**config.mk**
```make
export PLATFORM = sky130hd
export DESIGN_NAME = if_stage
export DESIGN_NICKNAME = d
export VERILOG_FILES = /design/src/rtl/if_stage.sv
export SDC_FILE = /design/constraint.sdc
export NUM_CORES = 1
export LEC_CHECK = 0
export BUFFER_PORTS_ARGS = -buffer_cell sky130_fd_sc_hd__buf_2
export CORE_ASPECT_RATIO = 1.2
export CORE_MARGIN = 8
export CORE_UTILIZATION = 58
export CTS_CLUSTER_DIAMETER = 50
export CTS_CLUSTER_SIZE = 16
export DETAILED_ROUTE_END_ITERATION = 7
export MAX_ROUTING_LAYER = met4
export PLACE_DENSITY = 0.85
export SYNTH_ARGS = -nofsm -noshare
export SYNTH_HDL_FRONTEND = slang
export SYNTH_SLANG_ARGS = --single-unit
```
**constraint.sdc**
```tcl
create_clock -name clk -period 15.25 [get_ports clk]
set_input_delay 3.05 -clock clk [delete_from_list [all_inputs] [get_ports clk]]
set_output_delay 3.05 -clock clk [all_outputs]
set_load 0.02 [all_outputs]
```
**src/rtl/if_stage.sv**
```systemverilog
// Instruction-fetch stage: owns the fetch PC, keeps at most one instruction
// memory request in flight, and fills the IF/ID register. A one-entry skid
// buffer catches a response that lands while decode is stalled. A redirect
// flushes everything and retargets the PC.
module if_stage #(
  parameter logic [31:0] RESET_PC = 32'h0000_0000
) (
  input  logic        clk,
  input  logic        rst,
  input  logic [31:0] npc,
  input  logic        redirect,
  input  logic        stall,
  output logic        imem_req_valid,
  output logic [31:0] imem_req_addr,
  input  logic        imem_req_ready,
  input  logic        imem_rsp_valid,
  input  logic [31:0] imem_rsp_data,
  output logic [31:0] pc,
  output logic        if_id_valid,
  output logic [31:0] if_id_pc,
  output logic [31:0] if_id_inst,
  output logic        misaligned
);

  localparam logic [31:0] NOP_INST = 32'h0000_0013;

  // REQ: may issue; WAIT: live request in flight; KILL: flushed request in flight
  typedef enum logic [1:0] {
    ST_REQ  = 2'd0,
    ST_WAIT = 2'd1,
    ST_KILL = 2'd2
  } state_e;

  state_e      state_q, state_d;
  logic [31:0] pc_q, pc_d;
  logic [31:0] req_pc_q, req_pc_d;
  logic        buf_valid_q, buf_valid_d;
  logic [31:0] buf_pc_q, buf_pc_d;
  logic [31:0] buf_inst_q, buf_inst_d;
  logic        if_id_valid_q, if_id_valid_d;
  logic [31:0] if_id_pc_q, if_id_pc_d;
  logic [31:0] if_id_inst_q, if_id_inst_d;
  logic        misaligned_q, misaligned_d;

  logic        handshake_s;
  logic        deliver_s;

  // A full skid buffer blocks new requests, so it can never be overwritten.
  assign imem_req_valid = (state_q == ST_REQ) && !buf_valid_q && !rst;
  assign imem_req_addr  = pc_q;
  assign handshake_s    = imem_req_valid && imem_req_ready;

  assign pc          = pc_q;
  assign if_id_valid = if_id_valid_q;
  assign if_id_pc    = if_id_pc_q;
  assign if_id_inst  = if_id_inst_q;
  assign misaligned  = misaligned_q;

  // Next-state: request FSM, PC advance, IF/ID and skid buffer steering, redirect flush
  always_comb begin
    state_d       = state_q;
    pc_d          = pc_q;
    req_pc_d      = req_pc_q;
    buf_valid_d   = buf_valid_q;
    buf_pc_d      = buf_pc_q;
    buf_inst_d    = buf_inst_q;
    if_id_valid_d = if_id_valid_q;
    if_id_pc_d    = if_id_pc_q;
    if_id_inst_d  = if_id_inst_q;
    misaligned_d  = misaligned_q;
    deliver_s     = 1'b0;

    // Normal request/response sequencing; redirect below may override it.
    case (state_q)
      ST_REQ: begin
        if (handshake_s) begin
          req_pc_d = pc_q;
          pc_d     = pc_q + 32'd4;
          state_d  = ST_WAIT;
        end else begin
          state_d  = ST_REQ;
        end
      end
      ST_WAIT: begin
        if (imem_rsp_valid) begin
          deliver_s = 1'b1;
          state_d   = ST_REQ;
        end else begin
          state_d   = ST_WAIT;
        end
      end
      ST_KILL: begin
        if (imem_rsp_valid) begin
          state_d = ST_REQ;
        end else begin
          state_d = ST_KILL;
        end
      end
      default: begin
        state_d = ST_REQ;
      end
    endcase

    if (redirect) begin
      // Redirect beats stall: retarget, drop all fetched work, and
      // poison any request that is (or is about to be) in flight.
      pc_d          = {npc[31:2], 2'b00};
      if_id_valid_d = 1'b0;
      buf_valid_d   = 1'b0;
      if (npc[1:0] != 2'b00) begin
        misaligned_d = 1'b1;
      end else begin
        misaligned_d = misaligned_q;
      end
      case (state_q)
        ST_REQ: begin
          if (handshake_s) begin
            state_d = ST_KILL;
          end else begin
            state_d = ST_REQ;
          end
        end
        ST_WAIT, ST_KILL: begin
          if (imem_rsp_valid) begin
            state_d = ST_REQ;
          end else begin
            state_d = ST_KILL;
          end
        end
        default: begin
          state_d = ST_REQ;
        end
      endcase
    end else if (!stall) begin
      // Decode advances: drain the buffer first, else take the fresh word.
      if (buf_valid_q) begin
        if_id_valid_d = 1'b1;
        if_id_pc_d    = buf_pc_q;
        if_id_inst_d  = buf_inst_q;
        if (deliver_s) begin
          buf_valid_d = 1'b1;
          buf_pc_d    = req_pc_q;
          buf_inst_d  = imem_rsp_data;
        end else begin
          buf_valid_d = 1'b0;
        end
      end else if (deliver_s) begin
        if_id_valid_d = 1'b1;
        if_id_pc_d    = req_pc_q;
        if_id_inst_d  = imem_rsp_data;
      end else begin
        if_id_valid_d = 1'b0;
      end
    end else begin
      // Decode stalled: IF/ID holds unless it is empty; otherwise park in buffer.
      if (deliver_s) begin
        if (!if_id_valid_q && !buf_valid_q) begin
          if_id_valid_d = 1'b1;
          if_id_pc_d    = req_pc_q;
          if_id_inst_d  = imem_rsp_data;
        end else begin
          buf_valid_d = 1'b1;
          buf_pc_d    = req_pc_q;
          buf_inst_d  = imem_rsp_data;
        end
      end else begin
        buf_valid_d = buf_valid_q;
      end
    end
  end

  // State registers with asynchronous reset; reset abandons any in-flight request
  always_ff @(posedge clk or posedge rst) begin
    if (rst) begin
      state_q       <= ST_REQ;
      pc_q          <= RESET_PC;
      req_pc_q      <= 32'h0000_0000;
      buf_valid_q   <= 1'b0;
      buf_pc_q      <= 32'h0000_0000;
      buf_inst_q    <= NOP_INST;
      if_id_valid_q <= 1'b0;
      if_id_pc_q    <= 32'h0000_0000;
      if_id_inst_q  <= NOP_INST;
      misaligned_q  <= 1'b0;
    end else begin
      state_q       <= state_d;
      pc_q          <= pc_d;
      req_pc_q      <= req_pc_d;
      buf_valid_q   <= buf_valid_d;
      buf_pc_q      <= buf_pc_d;
      buf_inst_q    <= buf_inst_d;
      if_id_valid_q <= if_id_valid_d;
      if_id_pc_q    <= if_id_pc_d;
      if_id_inst_q  <= if_id_inst_d;
      misaligned_q  <= misaligned_d;
    end
  end

endmodule

```
==> impl_metrics.csv, run 1 <==
group,metric,value,unit
cts,htree_levels,4,
timing,tns,0,ps
detailed_routing,routedWlPerCell,17.1,µm
timing,finalCritPeriodShare,45.6,%
synthesis,synth_area,8620,µm²
timing,final-hold-violation-count,0,
critical_path,crit_path_end_kind,"output port",
timing,hold-worst-slack,475,ps
timing,setup_violations,0,
cts,root_buffer,"clkbuf_16",
cts,ctsHoldBuffers,0,
power,leakage,4.73,nW
placement,port_buffers,194,
finish,area_delta_synth_final,17.9,%
critical_path,cpMaxStageDelayCell,"or3b_1",
floorplanning,die-height,150,µm
synthesis,yosys.area.top_type,"dfrtp_1",
synthesis,synth_area_leaders,"dfrtp_1, mux2_2, mux2i_1",
critical_path,crit_type,"in -> out",
placement,dp_cells,1135,
synthesis,yosysMostFrequentCell,"dfrtp_1",
critical_path,worstPathMaxFanout,6,
synthesis,synth_edf_count,0,
cts,cts_tree,"built",
synthesis,yosysWarningCount,0,
floorplanning,die_w,127,µm
critical_path,worstPathArrival,3900,ps
synthesis,ys.flop_type,"dfrtp_1",
timing,worst_slew_pin_slew,1200,ps
detailed_routing,ant_nets,0,
floorplanning,die_area,19000,µm²
detailed_routing,drt-total-wl,19900,µm
detailed_routing,drt-pass1-iter-count,4,
critical_path,crit_family,"simple AND/OR/NAND/NOR gates",
floorplanning,initial_utilization,58.3,%
cts,cts_resized,0,
power,powerDensity,154,nW/µm²
timing,slew_viol_final,0,
global_route,grt_max_degree,125,
outcome,outcome,"completed",
floorplanning,core,14800,µm²
detailed_routing,drc,0,
synthesis,synth_seq_area_share,55.0,%
finish,drive_above_1_share,32.1,%
detailed_routing,drt_iter0_drc,573,
timing,max_freq,0.144,GHz
finish,nFillCells,1125,
power,ir_drop,64.3,µV
critical_path,cp-start-kind,"primary input",
critical_path,crit_buf_inv,3,
synthesis,yosysTopAreaCellShare,53.2,%
timing,period_minus_slack,6950,ps
finish,nNetsFinal,1025,
cts,cts_max_path_buffers,2,
critical_path,cpPeakStageDelay,450,ps
finish,multi_input_area,3410,µm²
finish,n_antenna_cell,0,
flow_run,max_cap_viol_count,0,
critical_path,critPathRequiredTime,12200,ps
cts,post_cts_buffers,0,
detailed_routing,via_count,6411,
global_route,antenna_found_initial,0,
detailed_routing,vias_per_cell,5.49,
critical_path,crit_chain,"buf_2 > or3b_1 > inv_1 > buf_2",
synthesis,synth_cell_types,44,
finish,fin_util,68.8,%
floorplanning,io_pins,201,
floorplanning,rows,49,
cts,numCtsBuffers,17,
synthesis,ys_top_cells_by_count,"dfrtp_1, nand2_1, nor2_1",
synthesis,ys_async_sr_fraction,100,%
power,total_power,0.00156,W
finish,fin_cells,1167,
timing,rsz0062_at_grt,"no",
global_route,grt_pass1_wl,32800,µm
cts,insertion_delay,420,ps
global_route,first_global_vias,6470,
cts,cts.sink_count,189,
finish,register_area,4740,µm²
placement,dpl.hpwl,13300,µm
global_route,grt_usage,22.1,%
global_route,gr-total-overflow,0,
synthesis,synth_seq_cells,189,
timing,slew_headroom,19.7,%
timing,skew,6.73,ps
critical_path,cp_common_cell,"buf_2",
synthesis,syn_inst,814,
synthesis,avgSynthCellArea,10.6,µm²
critical_path,r2r_setup_slack,12560,ps
min_path,min_path_type,"reg -> reg",
placement,gp_congestion,0.873,
cts,clk_pin_slew,70,ps
[area by class of cell]
| class | count | share of cell area (%) |
|---|---|---|
| tap | 204 | 2.51 |
| clock inverter | 13 | 2.29 |
| sequential | 189 | 46.6 |
| clock buffer | 19 | 4.46 |
| timing repair buffer | 200 | 10.0 |
| inverter | 12 | 0.517 |
| multi-input combinational | 530 | 33.6 |
[registers in the layout, indices dropped and copies added, names as in the netlist]
signal / count
buf_inst_q: 32
buf_pc_q: 30
buf_valid_q: 1
if_id_inst: 32
if_id_pc: 30
if_id_valid: 1
imem_req_addr: 30
misaligned: 1
req_pc_q: 30
state_q: 2
[layout by cell type, fill, tap and decap left out, types with 7 or more instances in the layout]
cell / count
buf_2: 194
dfrtp_1: 183
nand2_1: 100
nor2_1: 86
a21oi_1: 68
mux2i_1: 63
mux2_2: 62
o21ai_0: 20
clkbuf_16: 17
or4_1: 16
a31oi_1: 15
nand3_1: 14
o31ai_1: 13
nand4_1: 12
inv_1: 11
nor3_1: 8
or3_1: 7
xnor2_1: 7
[kinds of logic after synthesis]
logic type,share of synthesized area [%]
other cells,0.0435
xor+xnor,0.813
mux,15.4
fa+ha+maj,0.726
buf+inv,6.07
flops,55.0
compound gates,8.25
simple gates,13.7
[layer usage]
layer | part of all wire, % | GRT usage (%) | vias up
met3 | 5.2 | 4.56 | 36
met4 | 2.2 | 7.69 | 0
met2 | 48 | 34.0 | 215
met5 | 0 | - | -
met1 | 44 | 28.7 | 3100
li1 | - | - | 3060
[worst paths after layout]
check                                       start                       endpoint  cells past startpoint
setup / recovery                              rst                 imem_req_valid                      4
hold / removal             misaligned$_DFFE_PP0P_         misaligned$_DFFE_PP0P_                      1
setup reg to reg             state_q[0]$_DFF_PP0_  imem_req_addr[30]$_DFFE_PP0P_                      6
hold reg to reg            misaligned$_DFFE_PP0P_         misaligned$_DFFE_PP0P_                      1
max in group asynchronous                     rst     buf_inst_q[28]$_DFFE_PP0P_                      3
min in group asynchronous                     rst        if_id_pc[3]$_DFFE_PP0P_                      2
[stage by stage]
stage,setup WS (ps),area [µm²]
floorplan,7070,8630
global placement,8310,9470
detailed placement,8310,9470
CTS,8300,10200
global route,8240,10200
finish,8300,10200
[report_power, final]
group | switching, W | internal (W)
registers | 0.0000697 | 0.000605
clock network | 0.000190 | 0.000318
logic | 0.000248 | 0.000129
total | 0.000507 | 0.00105
Note: power is estimated with default switching activity, not from simulation.
==> run 2, diff against run 1 <==
CORE_UTILIZATION = 49   (was 58)
PLACE_DENSITY = 0.77   (was 0.85)
clock period = 5.85 ns   (was 15.25 ns; I/O delays follow)
==> impl_metrics.csv, run 2 (synthesized netlist as in run 1, its figures left out) <==
group,metric,value,unit
placement,gp_congestion,0.829,
critical_path,crit_path_end_kind,"output port",
global_route,grt_pass1_wl,31400,µm
finish,layout_commonest_cell,"buf_2",
placement,dpl.hpwl,13400,µm
cts,cts_tree,"built",
detailed_routing,drt_iter0_drc,384,
power,seqPwrFrac,45.6,%
finish,layout_common_cells,"buf_2, dfrtp_1, nand2_1",
critical_path,worstPathArrival,2030,ps
critical_path,worstPathMaxFanout,6,
cts,numCtsBuffers,17,
cts,root_buffer,"clkbuf_16",
finish,area_delta_synth_final,17.1,%
timing,tns,0,ps
critical_path,crit_type,"in -> out",
timing,skew,10.8,ps
finish,finalInstanceArea,10100,µm²
min_path,hold_path.startpoint,"misaligned$_DFFE_PP0P_",
outcome,outcome,"completed",
timing,worst_slew_pin_slew,1200,ps
placement,dp_cells,1152,
min_path,hold_end,"misaligned$_DFFE_PP0P_",
finish,drive_above_1_share,32.0,%
floorplanning,core,17400,µm²
critical_path,r2r-start,"state_q[0]$_DFF_PP0_",
critical_path,r2r_setup_slack,3200,ps
cts,clk_pin_slew,70,ps
detailed_routing,via_count,6296,
finish,nNetsFinal,1026,
cts,ctsHoldBuffers,0,
timing,period_minus_slack,3200,ps
timing,max_freq,0.312,GHz
global_route,grt_usage,18.0,%
cts,htree_levels,4,
cts,cts.sink_count,189,
floorplanning,die-height,161,µm
detailed_routing,routedWlPerCell,16.5,µm
global_route,first_global_vias,6205,
global_route,gr-total-overflow,0,
cts,cts_resized,0,
timing,setup_violations,0,
cts,cts_max_path_buffers,2,
global_route,grt_max_degree,190,
global_route,antenna_found_initial,1,
timing,rsz0062_at_grt,"no",
power,clkPwrFrac,29.3,%
floorplanning,rows,53,
floorplanning,die_area,22100,µm²
placement,port_buffers,194,
placement,placed_area,9500,µm²
floorplanning,initial_utilization,49.6,%
power,swShare,34.4,%
timing,slew_viol_final,0,
power,power.switching,0.00133,W
timing,setup_ws,2650,ps
critical_path,cp-start-kind,"primary input",
timing,slew_headroom,20.3,%
power,intPower,0.00254,W
detailed_routing,drt-total-wl,19600,µm
min_path,min_path_type,"reg -> reg",
timing,final-hold-violation-count,0,
flow_run,max_cap_viol_count,0,
power,powerDensity,383,nW/µm²
placement,post-place-ws,2600,ps
finish,fin_cells,1185,
detailed_routing,ant_nets,0,
power,leakage,4.69,nW
cts,insertion_delay,420,ps
detailed_routing,drt-pass1-iter-count,6,
critical_path,critPathRequiredTime,4680,ps
detailed_routing,vias_per_cell,5.31,
floorplanning,io_pins,201,
critical_path,r2r-end,"imem_req_addr[30]$_DFFE_PP0P_",
critical_path,rr_worst_depth,6,
min_path,hold_depth,1,
power,ir_drop,198,µV
timing,finalCritPeriodShare,54.7,%
detailed_routing,drc,0,
cts,post_cts_buffers,0,
floorplanning,die_w,137,µm
power,combPwrFrac,25.1,%
run 2: changes by cell type in the layout (fill, tap and decap cells not counted), sizes merged:
cell      before  now
diode          0    1
clkbuf        19   20
clkinvlp       1    2
clkinv         3    6
bufinv         6    1
buf          200  201
run 2: worst max path at each step:
stage | slack, ps | to | start | cells past startpoint
finish | 2650 | imem_req_valid | rst | 4
global route | 2630 | imem_req_valid | rst | 4
CTS | 2650 | imem_req_valid | rst | 4
detailed placement | 2600 | imem_req_addr[30]$_DFFE_PP0P_ | rst | 5
global placement | 2610 | imem_req_addr[30]$_DFFE_PP0P_ | rst | 5
floorplan | 2250 | buf_inst_q[10]$_DFFE_PP0P_ | rst | 1
run 2: power groups by stage:
stage	Sequential (W)	Clock, W	Combinational (W)
after floorplan	0.00201	0	0.000386
after global placement	0.00178	0	0.000966
after detailed placement	0.00179	0	0.000986
after CTS	0.00176	0.00116	0.000991
after global routing	0.00180	0.00121	0.00106
final	0.00176	0.00113	0.000972
run 2: per-layer routing:
metal	global-route usage, %	part of all wire, %	up-vias
li1	-	-	3067
met1	23.6	46	3032
met2	28.4	48	179
met3	2.27	4.5	18
met4	6.38	1.3	0
met5	-	0	-
run 2: worst max-delay path, cell delays in order:
cell	delay, ps
buf_2	140
or3b_1	480
inv_1	80
buf_2	160
run 2: metrics by stage:
step | power [W] | hold slack (ps) | utilization (%)
global route | 0.00407 | 497 | 58.1
floorplan | 0.00240 | 462 | -
detailed placement | 0.00278 | 449 | 54.7
CTS | 0.00392 | 473 | 58.1
finish | 0.00387 | 472 | 58.1
global placement | 0.00274 | 449 | 54.7
run 2: final cells by class:
| type | instances | area (µm²) |
|---|---|---|
| fillers | 1509 | 7280 |
| clock buffers | 20 | 457 |
| clock inverters | 12 | 129 |
| multi-input cells | 530 | 3410 |
| flip-flops and latches | 189 | 4740 |
| repair buffers | 201 | 1040 |
| diodes | 1 | 2.50 |
| inverters | 12 | 48.8 |
| well taps | 220 | 275 |
